==> config.mk <==
export PLATFORM = sky130hd
export DESIGN_NAME = out_uart_tx
export DESIGN_NICKNAME = d
export VERILOG_FILES = /design/src/rtl/out_uart_pkg.sv /design/src/rtl/out_uart_tx_sync_fifo.sv /design/src/rtl/out_uart_tx.sv
export SDC_FILE = /design/constraint.sdc
export NUM_CORES = 1
export LEC_CHECK = 0
export CAP_MARGIN = 40
export CORE_ASPECT_RATIO = 0.8
export CORE_MARGIN = 1.5
export CORE_UTILIZATION = 57
export CTS_BUF_LIST = sky130_fd_sc_hd__clkbuf_2
export DETAILED_ROUTE_END_ITERATION = 10
export PLACE_DENSITY_LB_ADDON = 0.05
export REMOVE_ABC_BUFFERS = 1
export SLEW_MARGIN = 20
export SYNTH_ARGS = -nofsm -noshare
export SYNTH_HDL_FRONTEND = slang
export SYNTH_SLANG_ARGS = --single-unit
==> constraint.sdc <==
create_clock -name clk -period 2.7 [get_ports clk]
set_input_delay 0.54 -clock clk [delete_from_list [all_inputs] [get_ports clk]]
set_output_delay 0.54 -clock clk [all_outputs]
set_load 0.005 [all_outputs]
==> src/rtl/out_uart_pkg.sv <==
// Shared types and frame constants for the OUT-instruction UART transmitter.
package out_uart_pkg;

    typedef enum logic [1:0] {
        IDLE  = 2'd0,
        START = 2'd1,
        DATA  = 2'd2,
        STOP  = 2'd3
    } tx_state_t;

    localparam int FRAME_BITS = 10;
    localparam int WORD_BYTES = 2;
    // Start and stop bits frame the payload.
    localparam int DATA_BITS  = FRAME_BITS - 2;

endpackage

==> src/rtl/out_uart_tx_sync_fifo.sv <==
// Single-clock FIFO; a push while full is accepted only alongside a pop.
module sync_fifo #(
    parameter int WIDTH = 16,
    parameter int DEPTH = 8
) (
    input  logic                     clk,
    input  logic                     rst,
    input  logic                     push,
    input  logic                     pop,
    input  logic [WIDTH-1:0]         wr_data,
    output logic [WIDTH-1:0]         rd_data,
    output logic                     full,
    output logic                     empty,
    output logic [$clog2(DEPTH):0]   level
);

    localparam int AW = $clog2(DEPTH);
    localparam logic [AW:0] FULL_LVL = (AW + 1)'(DEPTH);
    localparam logic [AW:0] LVL_ONE  = (AW + 1)'(1);

    logic [WIDTH-1:0] mem [DEPTH];
    logic [AW-1:0]    wr_ptr;
    logic [AW-1:0]    rd_ptr;
    logic             push_ok;
    logic             pop_ok;

    assign full    = (level == FULL_LVL);
    assign empty   = (level == '0);
    assign pop_ok  = pop && !empty;
    // When full, the slot under wr_ptr is the one being read out this cycle.
    assign push_ok = push && (!full || pop_ok);
    assign rd_data = mem[rd_ptr];

    always_ff @(posedge clk) begin
        if (push_ok) begin
            mem[wr_ptr] <= wr_data;
        end
    end

    always_ff @(posedge clk) begin
        if (rst) begin
            wr_ptr <= '0;
            rd_ptr <= '0;
            level  <= '0;
        end else begin
            if (push_ok) begin
                wr_ptr <= wr_ptr + AW'(1);
            end
            if (pop_ok) begin
                rd_ptr <= rd_ptr + AW'(1);
            end
            case ({push_ok, pop_ok})
                2'b10:   level <= level + LVL_ONE;
                2'b01:   level <= level - LVL_ONE;
                default: level <= level;
            endcase
        end
    end

endmodule

==> src/rtl/out_uart_tx.sv <==
// Queues 16-bit OUT words and sends each as two 8N1 bytes, high byte first.
module out_uart_tx
    import out_uart_pkg::*;
#(
    parameter int BAUD_DIV = 434,
    parameter int DEPTH    = 8
) (
    input  logic                   clk,
    input  logic                   rst,
    input  logic                   wr_en,
    input  logic [15:0]            wr_data,
    output logic                   full,
    output logic [$clog2(DEPTH):0] level,
    output logic                   busy,
    output logic                   overflow,
    output logic                   txd
);

    localparam int CW = $clog2(BAUD_DIV);
    localparam logic [CW-1:0] BAUD_MAX = CW'(BAUD_DIV - 1);
    localparam logic [2:0]    LAST_BIT = 3'(DATA_BITS - 1);
    localparam logic          LAST_BYTE = 1'(WORD_BYTES - 1);

    // Handshake: wr_en is a one-cycle strobe with no ready. A push is taken
    // when full is low or a pop happens the same cycle; otherwise the word is
    // dropped and overflow latches until rst.

    tx_state_t     state, state_next;
    logic [CW-1:0] baud_cnt, baud_next;
    logic [2:0]    bit_cnt, bit_next;
    logic          byte_sel, byte_sel_next;
    logic [7:0]    shift, shift_next;
    logic [15:0]   hold, hold_next;
    logic          txd_next;
    logic          pop;
    logic          fifo_empty;
    logic [15:0]   fifo_rd;
    logic          bit_done;

    sync_fifo #(
        .WIDTH (16),
        .DEPTH (DEPTH)
    ) u_fifo (
        .clk     (clk),
        .rst     (rst),
        .push    (wr_en),
        .pop     (pop),
        .wr_data (wr_data),
        .rd_data (fifo_rd),
        .full    (full),
        .empty   (fifo_empty),
        .level   (level)
    );

    assign busy     = (state != IDLE);
    assign bit_done = (baud_cnt == '0);

    always_comb begin
        state_next    = state;
        baud_next     = baud_cnt;
        bit_next      = bit_cnt;
        byte_sel_next = byte_sel;
        shift_next    = shift;
        hold_next     = hold;
        txd_next      = 1'b1;
        pop           = 1'b0;
        case (state)
            IDLE: begin
                if (!fifo_empty) begin
                    pop           = 1'b1;
                    hold_next     = fifo_rd;
                    shift_next    = fifo_rd[15:8];
                    byte_sel_next = 1'b0;
                    baud_next     = BAUD_MAX;
                    state_next    = START;
                end
            end
            START: begin
                txd_next = 1'b0;
                if (bit_done) begin
                    baud_next  = BAUD_MAX;
                    bit_next   = '0;
                    state_next = DATA;
                end else begin
                    baud_next = baud_cnt - CW'(1);
                end
            end
            DATA: begin
                txd_next = shift[0];
                if (bit_done) begin
                    baud_next = BAUD_MAX;
                    if (bit_cnt == LAST_BIT) begin
                        state_next = STOP;
                    end else begin
                        bit_next   = bit_cnt + 3'd1;
                        shift_next = {1'b0, shift[7:1]};
                    end
                end else begin
                    baud_next = baud_cnt - CW'(1);
                end
            end
            STOP: begin
                txd_next = 1'b1;
                if (bit_done) begin
                    baud_next = BAUD_MAX;
                    if (byte_sel == LAST_BYTE) begin
                        state_next = IDLE;
                    end else begin
                        // Low byte follows immediately with no idle gap.
                        shift_next    = hold[7:0];
                        byte_sel_next = 1'b1;
                        state_next    = START;
                    end
                end else begin
                    baud_next = baud_cnt - CW'(1);
                end
            end
            default: state_next = IDLE;
        endcase
    end

    always_ff @(posedge clk) begin
        if (rst) begin
            state    <= IDLE;
            baud_cnt <= '0;
            bit_cnt  <= '0;
            byte_sel <= 1'b0;
            shift    <= '0;
            hold     <= '0;
            txd      <= 1'b1;
            overflow <= 1'b0;
        end else begin
            state    <= state_next;
            baud_cnt <= baud_next;
            bit_cnt  <= bit_next;
            byte_sel <= byte_sel_next;
            shift    <= shift_next;
            hold     <= hold_next;
            // Registered line: txd follows the state one cycle later.
            txd      <= txd_next;
            if (wr_en && full && !pop) begin
                overflow <= 1'b1;
            end
        end
    end

endmodule
# ---- Yosys cells after proc, flatten, opt, wreduce, memory -nomap -nowiden
# Memory sizes are Yosys's and may differ from the RTL's. A register that Yosys moved wholly into a read port is not among the register bits.
# Index checks and enable logic that the tools add are counted.
# W data, S select, Z words.
dict set report word_totals {
  ff_bits 43
  ram_bits 128
  inputBits 19
  output_inout_bits 8
  word_cells 86
  memories 1
}
dict set report op_classes {
  n_addsub 6
  n_eq_ne 14
  muxes 31
  bitwise_logic 1
  reduce_logical 22
}
# name depth word_bits read_ports rd_clocked_by_memory_dff write_ports line
set memory_table {}
lappend memory_table {u_fifo.mem 8 16 1 1 1 out_uart_tx_sync_fifo.sv:21} ;# logic [WIDTH-1:0] mem [DEPTH];
# operator count
set ops {}
lappend ops {{$mux W8} 5}
lappend ops {{$pmux W8 S3} 1}
lappend ops {{$mux W9} 2}
lappend ops {{$pmux W9 S2} 1}
lappend ops {{$mux W3} 5}
lappend ops {{$ne A2 B2 Y1 const B} 7}
lappend ops {{$mux W2} 5}
lappend ops {{$add A3 B1 Y3 const B} 3}
lappend ops {{$logic_not A9 Y1} 1}
lappend ops {{$sub A9 B1 Y9 const B} 1}
lappend ops {{$pmux W2 S4} 1}
lappend ops {{$pmux W4 S2} 1}
lappend ops {{$reduce_bool A2 Y1} 4}
lappend ops {{$mux W1} 7}
lappend ops {{$eq A2 B2 Y1 const B} 3}
lappend ops {{$pmux W3 S2} 1}
lappend ops {{$reduce_and A6 Y1} 1}
lappend ops {{$reduce_and A5 Y1} 1}
lappend ops {{$add A4 B1 Y4 const B} 1}
lappend ops {{$eq A2 B1 Y1 const B} 2}
lappend ops {{$eq A4 B4 Y1 const B} 1}
lappend ops {{$logic_and A1 B1 Y1} 4}
lappend ops {{$logic_not A4 Y1} 1}
lappend ops {{$pmux W1 S2} 2}
lappend ops {{11 further kinds} 13}

# ---- Depth between registers and ports, before layout
# Gate-level depths: netlist (run 1).
dict set report depth {
  ltp_word 8
  depth_mapped 11
  depth_no_buf 10
}

# ---- By module
# A second synthesis (run 1) with hierarchy kept.
dict set report unflattened {
  cells_unflattened 452
  hier_area_um2 7273.2
}
# module n_inst cells_each area_each_um2 seq_area_each_um2
set by_module_without_submodules {}
lappend by_module_without_submodules {sync_fifo 1 271 5662.9 4103.9}
lappend by_module_without_submodules {out_uart_tx 1 181 1610.3 660.6}

# ---- Worst setup path after synthesis (run 1)
# No wires, ideal clock.
dict set report synth_path {
  kind {reg2reg}
  from {register state[0]}
  to {memory u_fifo.mem[1][0] (enable)}
  setup_time_ps 409
  t_arrival_ps 2480
  required_ps 2291
  path_slack_ps -189
  path_stages_with_launch 7
  path_buffers 2
  synth_period_minus_slack_ps 2889
  cell_sequence {dfxtp_1 -> inv_1 -> ha_1 -> clkbuf_1 -> buf_1 -> o211ai_1 -> nor3_1}
}
dict set report synth_between {
  elab_chain_cells 7
}
# item line
set synth_lines {}
lappend synth_lines {{start: declaration} out_uart_tx.sv:28} ;# tx_state_t state, state_next;
lappend synth_lines {{start signal: assignment} out_uart_tx.sv:133} ;# state <= state_next;
lappend synth_lines {{$logic_not A2 Y1} out_uart_tx.sv:67} ;# case (state)
lappend synth_lines {{$mux W1} out_uart_tx.sv:67}
lappend synth_lines {{$logic_and A1 B1 Y1} out_uart_tx_sync_fifo.sv:29} ;# assign pop_ok = pop && !empty;
lappend synth_lines {{$logic_or A1 B1 Y1} out_uart_tx_sync_fifo.sv:31} ;# assign push_ok = push && (!full || pop_ok);
lappend synth_lines {{$logic_and A1 B1 Y1} out_uart_tx_sync_fifo.sv:31}
lappend synth_lines {{$mux W1} out_uart_tx_sync_fifo.sv:35} ;# if (push_ok) begin
lappend synth_lines {{$mux W1 (implied by the code)} out_uart_tx_sync_fifo.sv:36} ;# mem[wr_ptr] <= wr_data;
lappend synth_lines {{end: declaration} out_uart_tx_sync_fifo.sv:21}
# Every way passes these cells.

# ---- Worst setup path in the final report (run 1)
dict set report layout_path {
  from {register state[0]}
  to {output busy}
}
dict set report layout_between {
  elab_chain_cells 1
}
# item line
set layout_lines {}
lappend layout_lines {{$reduce_bool A2 Y1} out_uart_tx.sv:55} ;# assign busy = (state != IDLE);
lappend layout_lines {{end: declaration} out_uart_tx.sv:14} ;# output logic busy,
# Every way passes these cells.

==> results.yml, run 1 <==
outcome:
  status: "finished clean"
logic_synthesis:
  synth-edff-count: 128
  synth_top_family_by_area: "multiplexers"
  syn_avg_cell_area_um2: 15.1
  ys.flop_type: "edfxtp_1"
  synth.distinct_cells: 55
  yosysTopAreaCell: "edfxtp_1"
  netlist_area_um2: 7180
  ys_ff_latch: 174
  ys_warn_count: 0
  yosys.area_share.simple: 0.0619
  synth_mux_area_frac: 0.114
  synth-async-reset-ratio: 0
  synth_compound_area_frac: 0.103
  synth_top_area_share: 0.536
  synth-xor-area-share: 0.0134
  yosysSeqAreaShare: 0.664
  synthCells: 476
  synthTopCellsByArea: "edfxtp_1 (54%), dfxtp_1 (13%), mux4_2 (5.6%), mux2i_1 (5.6%), a22oi_1 (2.3%)"
  yosys.area_share.adder: 0.0209
cells_and_area:
  antenna_cells: 0
  final_area_um2: 8040
  drive_gt1_frac: 0.180
  area_growth_pct: 12.0
  fin_nets: 550
  mostFrequentLayoutCells: "edfxtp_1 (128), dfxtp_1 (41), mux2i_1 (40)"
  final_common_cell: "edfxtp_1"
cts:
  insertion_delay_ns: 0.68
  clk_path_buf_depth: 2
  clock_sink_count: 174
  cts_buffers: 17
  cts_hold_buf: 0
  path_clk_slew_ns: 0.24
  htree_num_levels: 4
  cts_tree: "done"
  root_buffer: "clkbuf_2"
placed_design:
  gp_congestion: 0.818
  io_buffers: 26
  post_dp_cell_area_um2: 7750
  place_hpwl_um: 8230
die:
  core_area_um2: 12200
  initial_core_util: 0.588
  io_pins: 27
  row_count: 36
  die-width_um: 128
  die_y_um: 103
  die_area_um2: 13300
worst_hold_path:
  min_from: "bit_cnt[0]"
  hp-class: "reg2reg"
grt:
  overflow: 0
  antenna_found_initial: 0
  grt_pass1_wl_um: 21200
  grt_pass1_vias: 3905
  grt_max_degree: 47
  gr-usage-all-layers: 0.216
sta:
  setup_violations: 0
  fmax_mhz: 395
  rsz0062_at_grt: "no"
  fin_skew_ns: 0.0312
  hold_viol: 0
  tightest_slew_ns: 0.740
  period_share: 0.937
  period_needed_ns: 2.53
  relSlewSlack: 0.506
  drv_slew: 0
run:
  maxCapViolCount: 0
critical_path:
  crit_type: "reg2out"
  endpoint_kind: "output port"
  arrival_ns: 1.99
  crit_start: "state[0]"
  crit_path_max_fanout: 8
  cp-start-kind: "flip-flop"
  reg2reg_from: "baud_cnt[0]"
  critPathRequiredTime_ns: 2.16
routing:
  drtIter0Drc: 372
  vias_per_cell: 5.89
  vias: 4143
  wl_per_cell_um: 19.2
  routed_wl_um: 13500
  firstDrtPassIters: 5
  drc: 0
  ant_nets: 0
power:
  power.density_nw_per_um2: 944
  ir_worst_vdd_mv: 0.505
  p_leak_uw: 0.00266
  total_power_uw: 7580
==> routing by layer <==
layer  vias to the layer above  GRT usage  routed length, µm
met5                         -          0                  0
met4                         0     0.0640                172
met3                        15     0.0448                611
met2                       100      0.325               6190
met1                      2055      0.324               6520
li1                       1973          -                  -
==> logic make-up (layout without fill, tap and decap cells) <==
family	Yosys count	after routing
fa+ha+maj	12	12
buf+inv	38	94
flops	174	174
xor+xnor	11	11
simple gates	87	87
compound gates	95	95
mux	59	59
==> registers in the layout, summed over array words and instances (netlist names), named ones only <==
register and cells:
u_fifo.mem 128, baud_cnt 9, hold 8, shift 8, u_fifo.level 4, bit_cnt 3
u_fifo.rd_ptr 3, u_fifo.wr_ptr 3, state 2, byte_sel 1, overflow 1, txd 1
==> worst max-delay path: stages (launching register included) <==
cell,delay (ns)
dfxtp_4,0.41
inv_1,0.10
ha_4,0.22
inv_2,0.09
clkdlybuf4s50_1,0.49
==> power by group <==
part | total [µW] | internal, µW | switching (µW)
Combinational | 2970 | 1330 | 1640
Clock | 1260 | 425 | 835
Sequential | 3350 | 3170 | 187
Total | 7580 | 4920 | 2660
==> what timing repair did <==
| item | CTS | global route |
|---|---|---|
| buffers inserted | 1 | 4 |
| endpoints found under the setup margin | 2 | 1 |
| gates resized for setup | 10 | 1 |
| pin swaps | 1 | 1 |
==> final cells by class <==
class	instances	area, µm²
clock inverter	12	120
inverter	8	30.0
sequential	174	4770
tap	171	214
timing repair buffer	54	529
fill	904	4170
clock buffer	20	100
multi-input combinational	264	2270
==> through the flow <==
step	util	hold WS, ns	std cells	TNS [ns]	worst slack, ns
5_1_grt	0.658	0.499	703	0	0.00759
3_3_place_gp	0.635	0.446	665	0	0.310
2_1_floorplan	-	0.434	446	-5.29	-0.382
3_5_place_dp	0.635	0.462	665	0	0.269
4_1_cts	0.655	0.485	698	0	0.0439
6_report	0.658	0.488	703	0	0.169
==> final timing paths <==
check / to / slack [ns] / cells after the start
setup / recovery: busy / 0.17 / 4
hold / removal: bit_cnt[0] / 0.49 / 2
setup reg to reg: shift[2] / 0.30 / 6
hold reg to reg: bit_cnt[0] / 0.49 / 2
==> cells in the mapped netlist, drive strengths merged, types with 2 or more instances <==
library cell / count
a2111oi: 3
a211oi: 13
a21o: 2
a21oi: 11
a22oi: 22
a311oi: 10
a31oi: 11
a32oi: 2
and2: 2
buf: 15
clkbuf: 15
dfxtp: 46
edfxtp: 128
ha: 12
inv: 8
mux2i: 40
mux4: 18
nand2: 7
nand2b: 4
nand3: 9
nor2: 31
nor2b: 6
nor3: 11
nor4: 2
o211ai: 4
o21ai: 3
o21bai: 2
o31ai: 3
or2: 4
or3: 2
or4: 2
or4b: 2
xnor2: 8
xor2: 3
(Power assumes the default switching activity.)
==> inputs of run 2 (changes only) <==
REMOVE_ABC_BUFFERS = default   (was 1)
==> run 2 against run 1 <==
Against the previous run:
- die area did not move
- sequential power barely moved
- global-route usage rose by 0.40 points
- combinational power barely moved
- clock power rose by 17%
- highest routed layer unchanged
- core utilization rose by 0.69 points
- first-iteration DRC count fell by 13%
- register-to-register slack improved by 0.22 ns
- power rose by 3.3%
- largest power group unchanged
- maximum frequency fell by 0.21%
==> results.yml, run 2 (synthesis gave the netlist of run 1 again) <==
outcome:
  status: "finished clean"
cells_and_area:
  fin_nets: 553
  mostFrequentLayoutCells: "edfxtp_1 (128), dfxtp_1 (42), mux2i_1 (40)"
  largest_register: "u_fifo.mem"
  final_common_cell: "edfxtp_1"
  area_growth_pct: 13.2
  drive_gt1_frac: 0.187
  largest_reg_flops: 128
  final_util: 0.665
  antenna_cells: 0
  reg_top3: "u_fifo.mem: 128 flops, baud_cnt: 9 flops"
sta:
  period_needed_ns: 2.54
  tightest_slew_ns: 0.638
  rsz0062_at_grt: "no"
  setup_violations: 0
  holdWs_ns: 0.499
  drv_slew: 0
  fmax_mhz: 394
  relSlewSlack: 0.573
  hold_viol: 0
  fin_skew_ns: 0.0461
  finalSetupTns_ns: 0
  period_share: 0.939
placed_design:
  gp_congestion: 0.764
  place_hpwl_um: 9200
  io_buffers: 26
die:
  row_count: 36
  initial_core_util: 0.588
  io_pins: 27
  core_area_um2: 12200
  die-width_um: 128
  die_y_um: 103
  die_area_um2: 13300
grt:
  grtUsageMet2: 0.348
  overflow: 0
  grt_max_degree: 29
  grt_use_met1: 0.318
  grt_pass1_vias: 3960
  antenna_found_initial: 0
  busiest_layer: "met2"
  gr-usage-met3: 0.0571
  grt_pass1_wl_um: 21500
  gr-usage-all-layers: 0.221
worst_hold_path:
  min_to: "baud_cnt[1]"
  hold_depth: 2
  min_from: "baud_cnt[1]"
  hp-class: "reg2reg"
cts:
  cts_buffers: 17
  cts_tree: "done"
  path_clk_slew_ns: 0.30
  insertion_delay_ns: 0.73
  cts_hold_buf: 0
  root_buffer: "clkbuf_2"
  htree_num_levels: 4
  clock_sink_count: 174
  clk_path_buf_depth: 2
power:
  ir_worst_vdd_mv: 0.482
  p_leak_uw: 0.00270
  power.density_nw_per_um2: 964
critical_path:
  critPathRequiredTime_ns: 2.16
  arrival_ns: 2.00
  rr_endpoint: "shift[3]"
  crit_path_max_fanout: 6
  crit_type: "reg2out"
  endpoint_kind: "output port"
  cp-start-kind: "flip-flop"
  reg2reg_depth: 7
  r2r_slack_ns: 0.52
  reg2reg_from: "baud_cnt[0]"
routing:
  vias_per_cell: 5.96
  routed_wl_um: 13800
  vias: 4211
  firstDrtPassIters: 5
  drc: 0
  drtIter0Drc: 323
  wl_per_cell_um: 19.6
  ant_nets: 0
run:
  maxCapViolCount: 0
logic_synthesis:
  syn_nets: 507
## run 2: changes by cell type in the layout (fill, tap and decap cells not counted), moves of 2 or more
cell      before  now
buf_4         22   26
clkinv_2       2    0
inv_8          0    6
clkbuf_2      20   17
inv_6          0    2
clkinv_1       3    0
## run 2: critical path, stage by stage (launching register included)
cell             delay, ns
dfxtp_4               0.41
inv_1                 0.09
ha_4                  0.21
inv_2                 0.08
clkdlybuf4s50_1       0.50
## run 2: worst max-delay path by stage
stage | end | from | slack [ns]
finish | busy | state[0] | 0.16
global route | busy | state[1] | 0.02
CTS | busy | state[0] | 0.03
detailed placement | u_fifo.level[2] | wr_en | 0.22
global placement | u_fifo.level[2] | wr_en | 0.29
floorplan | u_fifo.mem[7][0] | state[0] | 0.23
## run 2: per-layer routing
layer	vias to the layer above	routed length [µm]	part of all wire
met5	-	0	0
met4	0	69	0.0050
met3	7	733	0.053
met2	110	6500	0.47
met1	2108	6540	0.47
li1	1986	-	-
## run 2: area by class of cell
type / instances / area [µm²]
Inverter: 8 / 30.0
Timing Repair Buffer: 57 / 554
Clock inverter: 15 / 195
Multi-Input combinational cell: 264 / 2270
Sequential cell: 174 / 4770
Clock buffer: 17 / 85.1
Tap cell: 171 / 214
Fill cell: 875 / 4090
## run 2: what timing repair did
| item | CTS | global route |
|---|---|---|
| buffers inserted | 2 | 2 |
| pin swaps | 0 | 1 |
| gates resized for setup | 8 | 1 |
| endpoints found under the hold margin | 0 | 0 |
| setup endpoints to repair | 2 | 1 |
## run 2: per-stage QoR
stage          std cells  power (µW)  setup slack [ns]  instance area [µm²]
2_1_floorplan        476        5510             0.232                 7190
3_3_place_gp         670        6220             0.294                 7790
3_5_place_dp         670        6330             0.224                 7790
4_1_cts              704        7820            0.0327                 8110
5_1_grt              706        8290            0.0212                 8120
6_report             706        7830             0.164                 8120
## run 2: report_power, final
part,total (µW),switching [µW],internal [µW]
clock,1470,987,483
combinational,2990,1650,1330
sequential,3370,210,3160
total,7830,2850,4980
